[config.mk]
export PLATFORM = sky130hd
export DESIGN_NAME = idec_stream
export DESIGN_NICKNAME = d
export VERILOG_FILES = /design/src/rtl/idec_pkg.sv /design/src/rtl/idec_skid_buf.sv /design/src/rtl/idec_stream.sv
export SDC_FILE = /design/constraint.sdc
export NUM_CORES = 1
export LEC_CHECK = 0
export ABC_AREA = 1
export CORE_ASPECT_RATIO = 0.7
export CORE_UTILIZATION = 50
export DETAILED_ROUTE_END_ITERATION = 6
export DONT_BUFFER_PORTS = 1
export GPL_ROUTABILITY_DRIVEN = 0
export MAX_ROUTING_LAYER = met4
export PLACE_DENSITY_LB_ADDON = 0.05
export SLEW_MARGIN = 5
export SYNTH_ARGS = -nofsm -noshare
export SYNTH_HDL_FRONTEND = slang
export SYNTH_SLANG_ARGS = --single-unit
[constraint.sdc]
create_clock -name clock -period 3.79 [get_ports clock]
set_input_delay 0.5685 -clock clock [delete_from_list [all_inputs] [get_ports clock]]
set_output_delay 0.5685 -clock clock [all_outputs]
set_load 0.005 [all_outputs]
[src/rtl/idec_pkg.sv]
// Shared types and helpers for the idec_stream instruction decode stage.
// Field widths here set the storage format of a decoded entry; the
// decode stage checks at elaboration that its own widths agree.
package idec_pkg;

    localparam int unsigned IDEC_OP_W   = 3;
    localparam int unsigned IDEC_ADDR_W = 5;
    localparam int unsigned IDEC_OH_W   = 1 << IDEC_OP_W;

    typedef logic [IDEC_OP_W-1:0]   opcode_t;
    typedef logic [IDEC_ADDR_W-1:0] addr_t;
    typedef logic [IDEC_OH_W-1:0]   onehot_t;

    typedef struct packed {
        opcode_t opcode;
        addr_t   addr;
        onehot_t onehot;
    } dec_entry_t;

    // One-hot of an opcode; all-zero when the opcode is not below num_ops.
    function automatic onehot_t onehot_of(input opcode_t op, input int unsigned num_ops);
        onehot_t oh;
        oh = '0;
        if (32'(op) < num_ops) begin
            oh[op] = 1'b1;
        end
        return oh;
    endfunction

endpackage

[src/rtl/idec_skid_buf.sv]
// Two-entry valid/ready buffer of decoded entries.
// Head/tail pointers plus an occupancy counter; the head entry is read
// straight from storage so it stays stable while the consumer stalls.
module idec_skid_buf
    import idec_pkg::*;
(
    input  logic       i_clk,
    input  logic       i_rst_n,
    input  logic       i_push,
    input  dec_entry_t i_data,
    input  logic       i_pop,
    output logic       o_full,
    output logic       o_valid,
    output dec_entry_t o_head
);

    dec_entry_t r_mem [2];
    logic       r_head;
    logic       r_tail;
    logic [1:0] r_occ;

    logic w_push;
    logic w_pop;

    assign o_full  = (r_occ == 2'd2);
    assign o_valid = (r_occ != 2'd0);
    assign o_head  = r_mem[r_head];

    assign w_push = i_push && !o_full;
    assign w_pop  = i_pop && o_valid;

    // Storage, pointers and occupancy; reset clears contents so fields read zero.
    always_ff @(posedge i_clk) begin
        if (!i_rst_n) begin
            r_mem[0] <= '0;
            r_mem[1] <= '0;
            r_head   <= 1'b0;
            r_tail   <= 1'b0;
            r_occ    <= 2'd0;
        end else begin
            if (w_push) begin
                r_mem[r_tail] <= i_data;
                r_tail        <= ~r_tail;
            end
            if (w_pop) begin
                r_head <= ~r_head;
            end
            case ({w_push, w_pop})
                2'b10:   r_occ <= r_occ + 2'd1;
                2'b01:   r_occ <= r_occ - 2'd1;
                default: r_occ <= r_occ;
            endcase
        end
    end

endmodule

[src/rtl/idec_stream.sv]
// Flow-controlled instruction decode stage: splits each instruction into
// opcode/address, adds a one-hot opcode, counts accepted instructions and
// buffers results in a 2-entry skid buffer.
// Optional feature macro: IDEC_ILLEGAL_TRAP_EN (sticky illegal-opcode trap).
module idec_stream
    import idec_pkg::*;
#(
    parameter int unsigned OP_W    = 3,
    parameter int unsigned ADDR_W  = 5,
    parameter int unsigned INSTR_W = 8,
    parameter int unsigned NUM_OPS = 8,
    parameter int unsigned CNT_W   = 16
) (
    input  logic               clock,
    input  logic               reset,
    input  logic               en,
    input  logic               in_valid,
    output logic               in_ready,
    input  logic [INSTR_W-1:0] instruction,
    output logic               out_valid,
    input  logic               out_ready,
    output logic [OP_W-1:0]    opcode,
    output logic [ADDR_W-1:0]  addr,
    output logic [NUM_OPS-1:0] op_onehot,
    output logic [CNT_W-1:0]   dec_count
`ifdef IDEC_ILLEGAL_TRAP_EN
    ,
    output logic               illegal
`endif
);

    if (INSTR_W != OP_W + ADDR_W) begin : g_bad_instr_w
        $error("idec_stream: INSTR_W must equal OP_W+ADDR_W");
    end
    if (OP_W != IDEC_OP_W || ADDR_W != IDEC_ADDR_W) begin : g_bad_field_w
        $error("idec_stream: OP_W/ADDR_W must match idec_pkg entry format");
    end
    if (NUM_OPS < 1 || NUM_OPS > (1 << OP_W)) begin : g_bad_num_ops
        $error("idec_stream: NUM_OPS must be in 1..2**OP_W");
    end

    opcode_t          w_op;
    addr_t            w_addr;
    dec_entry_t       w_entry;
    dec_entry_t       w_head;
    logic             w_full;
    logic             w_accept;
    logic             w_pop;
    logic             w_trap_block;
    logic [CNT_W-1:0] r_count;

    assign w_op   = instruction[INSTR_W-1 -: OP_W];
    assign w_addr = instruction[ADDR_W-1:0];

    // Build the decoded entry for the incoming word.
    always_comb begin
        w_entry        = '0;
        w_entry.opcode = w_op;
        w_entry.addr   = w_addr;
        w_entry.onehot = onehot_of(w_op, NUM_OPS);
    end

    assign in_ready = en && !w_full && !w_trap_block;
    assign w_accept = in_valid && in_ready;
    assign w_pop    = out_valid && out_ready;

    idec_skid_buf u_buf (
        .i_clk   (clock),
        .i_rst_n (reset),
        .i_push  (w_accept),
        .i_data  (w_entry),
        .i_pop   (w_pop),
        .o_full  (w_full),
        .o_valid (out_valid),
        .o_head  (w_head)
    );

    assign opcode    = w_head.opcode;
    assign addr      = w_head.addr;
    assign op_onehot = w_head.onehot[NUM_OPS-1:0];
    assign dec_count = r_count;

    // Count every accepted instruction; wraps silently.
    always_ff @(posedge clock) begin
        if (!reset) begin
            r_count <= '0;
        end else if (w_accept) begin
            r_count <= r_count + CNT_W'(1);
        end
    end

`ifdef IDEC_ILLEGAL_TRAP_EN
    logic r_illegal;
    logic w_illegal_op;

    assign w_illegal_op = (32'(w_op) >= NUM_OPS);

    // Sticky trap on accepting an out-of-range opcode; only reset clears it.
    always_ff @(posedge clock) begin
        if (!reset) begin
            r_illegal <= 1'b0;
        end else if (w_accept && w_illegal_op) begin
            r_illegal <= 1'b1;
        end
    end

    assign illegal      = r_illegal;
    assign w_trap_block = r_illegal;
`else
    assign w_trap_block = 1'b0;
`endif

endmodule

==> reports/metrics.yaml, run 1 <==
status:
  status: "finished clean"
cells_and_area:
  layoutNonFillerInstCount: 334
  num_antenna_cells: 0
  seq_area_um2: 1380
  area_growth_pct: 5.69
  multi_input_area_um2: 947
  fillers: 450
  drive_gt1_frac: 0.136
  layout_commonest_cell: "nor2_1"
  most-common-layout-cells: "nor2_1 (59), nand2_1 (46), edfxtp_1 (32)"
  layout.nets: 280
yosys:
  syn_nets: 280
  yosysSeqAreaShare: 0.556
  ys_seq_elements: 53
  syn_area_per_cell_um2: 9.38
  synth_area_leaders: "edfxtp_1 (39%), dfxtp_1 (17%), nor2_1 (8.9%)"
  synthCells: 265
  synth.largest_area_cell: "edfxtp_1"
  ys.warnings.count: 0
  synth_top_area_frac: 0.387
  synth_area_um2: 2480
  synth_cell_types: 26
place:
  placed_cells: 327
  io_buffer_count: 0
  hpwl_um: 3280
cts:
  clock_latency_ns: 0.29
  root_buffer: "clkbuf_8"
  htree_levels: 2
  cts_setup_buffers: 0
  hold_buffers: 0
  cts_made_buffers: 5
  clkTransAtPathRegs_ns: 0.09
  cts.sinks: 53
  clock_path_buffers: 2
  cts_tree: "yes"
  cts_resized: 0
critical_path:
  critPathKind: "flop to flop"
  worstPathMaxFanout: 16
  cp-end-kind: "flop"
  crit_arrival_ns: 2.02
  cp-start-kind: "flop"
  cp.required_ns: 3.72
routing:
  route.vias.total: 1686
  first_pass_iters: 4
  final_antenna_net_count: 0
  drc: 0
  viasPerCell: 5.05
  wirelength_um: 4510
  drt-initial-drc-count: 117
  routedWlPerCell_um: 13.5
die:
  chipHeight_um: 61.0
  die-area_um2: 5260
  start_util: 0.520
  coreArea_um2: 4780
  die_w_um: 86.3
  rows: 21
  num_io_pins: 47
sta:
  setup-violations-final: 0
  fin_crit_sh: 0.550
  rsz0062_at_grt: "no"
  fin_skew_ns: 0.00461
  period_minus_slack_ns: 2.09
  hold_viol: 0
  worst_pin_slew_ns: 0.713
  fin_tns_setup_ns: 0
  slew_headroom: 0.524
  max_freq_ghz: 0.479
  maxSlewViolCount: 0
grt:
  grt_max_degree: 23
  grt_pass1_wl_um: 7120
  grt_overflow: 0
  grt_pass1_vias: 1453
  antenna_found_initial: 0
  grt_util_all_layers: 0.190
run:
  max_cap_viol_count: 0
power:
  p_per_area_nw_per_um2: 428
  peakVddDrop_v: 0.000185
  leakagePower_uw: 0.000972
worst_hold_path:
  min-delay-path-class: "primary input to flop"
-- layer usage --
metal	vias up	global-route usage	wire length (µm)
li1	867	-	-
met1	768	0.282	2340
met2	49	0.251	1840
met3	2	0.0503	289
met4	0	0.0500	34
met5	-	-	0
-- report_power, final --
group | total [µW] | switching, µW | internal, µW
clock network | 360 | 168 | 191
registers | 662 | 23.3 | 638
logic | 101 | 58.8 | 42.6
total | 1120 | 250 | 872
-- cell families after synthesis --
group	Yosys count	share of synthesized area
buf+inv	35	0.0629
fa+ha+maj	2	0.0101
flops	53	0.556
simple gates	140	0.258
mux	16	0.0725
compound gates	19	0.0403
-- synth_stat cells, drive strengths merged --
cell type / number
a21oi: 13
and2: 3
and3: 1
buf: 6
clkbuf: 1
dfxtp: 21
edfxtp: 32
ha: 2
inv: 28
mux2: 16
nand2: 47
nand3: 18
nand3b: 1
nor2: 64
nor3: 6
o21a: 1
o21ai: 4
o21bai: 1
-- final timing paths --
| check | cells after the start | start | end | slack (ns) |
|---|---|---|---|---|
| min reg2reg | 1 | u_buf.r_head | flop | 0.45 |
| max reg2reg | 6 | u_buf.r_occ[0] | u_buf.r_mem[0][2] | 1.70 |
| max | 6 | u_buf.r_occ[0] | u_buf.r_mem[0][2] | 1.70 |
| min | 2 | reset | dec_count[9] | 0.39 |
-- sequential cells by signal (all words and copies together), names as in the netlist, named ones only --
| register | cells |
|---|---|
| dec_count | 16 |
| u_buf.r_tail | 1 |
| u_buf.r_mem | 32 |
| u_buf.r_occ | 2 |
| u_buf.r_head | 1 |
-- area by class of cell --
cell class,count,area share
Clock buffer,5,0.0262
Clock inverter,2,0.0133
Inverter,28,0.0410
Multi-Input combinational cell,177,0.361
Sequential cell,53,0.526
Tap cell,69,0.0329
-- metrics by stage --
step / power, µW / setup slack, ns / instance area (µm²) / hold slack (ns) / utilization
floorplan: 762 / 2.02 / 2480 / 0.426 / -
CTS: 1140 / 1.66 / 2630 / 0.380 / 0.549
global route: 1180 / 1.50 / 2630 / 0.371 / 0.549
finish: 1120 / 1.70 / 2630 / 0.388 / 0.549
detailed placement: 778 / 1.67 / 2520 / 0.439 / 0.527
global placement: 776 / 1.68 / 2520 / 0.435 / 0.527
-- worst max-delay path: stages, from the launching register on --
cell and delay (ns):
dfxtp_1 0.43, inv_2 0.06, nand2_2 0.08, nand3_4 0.19
inv_4 0.19, nand3_4 0.19, nand2_1 0.57
No activity file was read; power rests on OpenSTA's default activity.
==> run 2, diff against run 1 <==
==> constraint.sdc (replaced) <==
create_clock -name clock -period 1.9 [get_ports clock]
set_input_delay 0.285 -clock clock [delete_from_list [all_inputs] [get_ports clock]]
set_output_delay 0.285 -clock clock [all_outputs]
set_load 0.005 [all_outputs]
==> run 2 against run 1 <==
Critical path depth fell by 4. Final cell count is 1.8% higher. Flip-flop and latch count stayed put. Wire length rose by 1.4%. Clock power up 110%. Power increased by 100%. First-iteration DRC count is 27% lower. Sequential share of layout area fell by 0.89 points. Combinational power is 140% higher. Global-route usage is 0.21 points lower. Largest power group unchanged. Highest routed layer unchanged.
==> reports/metrics.yaml, run 2 (synthesis gave the netlist of run 1 again) <==
cells_and_area:
  fillers: 455  # +1.1%
  layout.nets: 286  # +2.1%
  seq_area_um2: 1380  # unchanged
  num_antenna_cells: 0  # unchanged
  top_register: "u_buf.r_mem"
  fin_area_um2: 2670  # +1.7%
  drive_gt1_frac: 0.155  # +0.0191
  layout_commonest_cell: "nor2_1"
  most-common-layout-cells: "nor2_1 (59), nand2_1 (46), edfxtp_1 (32)"
  area_growth_pct: 7.50
  largest_reg_flops: 32  # unchanged
  multi_input_area_um2: 947  # unchanged
cts:
  cts_made_buffers: 5  # unchanged
  clock_path_buffers: 2  # unchanged
  clock_latency_ns: 0.30  # about the same
  htree_levels: 2  # unchanged
  clkTransAtPathRegs_ns: 0.09  # about the same
  cts.sinks: 53  # unchanged
  cts_setup_buffers: 0  # unchanged
  hold_buffers: 0  # unchanged
  cts_resized: 0  # unchanged
  root_buffer: "clkbuf_8"
  cts_tree: "yes"
critical_path:
  worstPathMaxFanout: 16  # unchanged
  cp.required_ns: 1.62  # -2.10 ns
  crit_chain: "buf_4 -> mux2_2"
  cp_top_family: "multiplexers"
  cp-start-kind: "flop"
  cp-end-kind: "primary output"
  slowest_delay_ns: 0.39  # -0.18 ns
  slowest_stage: "mux2_2"
  crit_arrival_ns: 1.25  # -0.77 ns
  path_buf_inv: 1  # -1
  critPathKind: "flop to primary output"
sta:
  fin_skew_ns: 0.00422  # -0.000395 ns
  slew_headroom: 0.808  # +0.284
  rsz0062_at_grt: "no"
  fin_crit_sh: 0.807
  fin_hold_ws_ns: 0.0927  # -0.296 ns
  worst_pin_slew_ns: 0.286  # -0.427 ns
  setup-violations-final: 0  # unchanged
  period_minus_slack_ns: 1.53
  max_freq_ghz: 0.653
  maxSlewViolCount: 0  # unchanged
  hold_viol: 0  # unchanged
  fin_tns_setup_ns: 0  # unchanged
power:
  swShare: 0.231  # +0.00821
  peakVddDrop_v: 0.000349  # +89%
  leakagePower_uw: 0.00100  # +2.9%
  pwr-share-clk: 0.325  # +0.005
  power_switching_uw: 526  # +110%
  p_int_uw: 1750  # +100%
  p_per_area_nw_per_um2: 853  # +99%
  seq_power_share: 0.570  # -0.019
  combPwrFrac: 0.104  # +0.014
die:
  die_w_um: 86.3  # unchanged
  die-area_um2: 5260  # unchanged
  chipHeight_um: 61.0  # unchanged
  start_util: 0.520  # unchanged
  coreArea_um2: 4780  # unchanged
  num_io_pins: 47  # unchanged
  rows: 21  # unchanged
grt:
  grt_overflow: 0  # unchanged
  grt_max_degree: 23  # unchanged
  grt_util_all_layers: 0.187  # -0.00208
  grt_pass1_wl_um: 7120  # unchanged
  grt_pass1_vias: 1450  # -0.21%
  antenna_found_initial: 0  # unchanged
routing:
  viasPerCell: 4.94  # -2.2%
  first_pass_iters: 4  # unchanged
  final_antenna_net_count: 0  # unchanged
  drc: 0  # unchanged
  route.vias.total: 1679  # -0.42%
  routedWlPerCell_um: 13.4  # -0.41%
  wirelength_um: 4570  # +1.4%
  drt-initial-drc-count: 85  # -27%
status:
  status: "finished clean"
run:
  max_cap_viol_count: 0  # unchanged
place:
  dpl_cell_area_um2: 2570  # +1.8%
  io_buffer_count: 0  # unchanged
  hpwl_um: 3100  # -5.5%
worst_hold_path:
  min-delay-path-class: "primary input to flop"
[run 2: layout make-up]
type,count,share of cell area
clock buffer,5,0.0258
clock inverter,2,0.0131
tap,69,0.0323
timing repair buffer,6,0.0169
inverter,28,0.0403
sequential,53,0.517
multi-input combinational,177,0.355
[run 2: worst paths after layout]
| kind | slack (ns) | cells after the start | from | to |
|---|---|---|---|---|
| min reg2reg | 0.46 | 1 | u_buf.r_head | flop |
| max | 0.37 | 2 | flop | op_onehot[0] |
| max reg2reg | 0.43 | 7 | u_buf.r_occ[0] | u_buf.r_mem[0][7] |
| min | 0.09 | 2 | reset | dec_count[5] |
[run 2: worst register-to-register path, delay by kind of cell, from the launching register on]
kind / cells / cell delay [ns]
buf+inv: 3 / 0.43
flops: 1 / 0.42
simple gates: 4 / 0.30
[run 2: power groups by stage]
stage / clock [µW] / sequential, µW / combinational [µW]
6_report: 741 / 1300 / 238
5_1_grt: 790 / 1310 / 266
4_1_cts: 760 / 1300 / 242
3_5_place_dp: 0 / 1330 / 240
3_3_place_gp: 0 / 1320 / 240
2_1_floorplan: 0 / 1320 / 201
[run 2: per-stage QoR]
step / std cells / setup slack (ns) / util / power [µW]
final: 340 / 0.368 / 0.559 / 2280
after global routing: 340 / 0.234 / 0.559 / 2360
after CTS: 340 / 0.336 / 0.559 / 2300
after detailed placement: 333 / 0.442 / 0.537 / 1570
after global placement: 333 / 0.469 / 0.537 / 1560
after floorplan: 265 / 0.188 / - / 1520
[run 2: routing by layer]
layer,track usage,up-vias,wire [µm],part of all wire
met3,0.0599,7,289,0.063
met1,0.261,753,2470,0.54
met4,0.0643,0,61,0.013
met5,-,-,0,0
met2,0.255,45,1750,0.38
li1,-,874,-,-
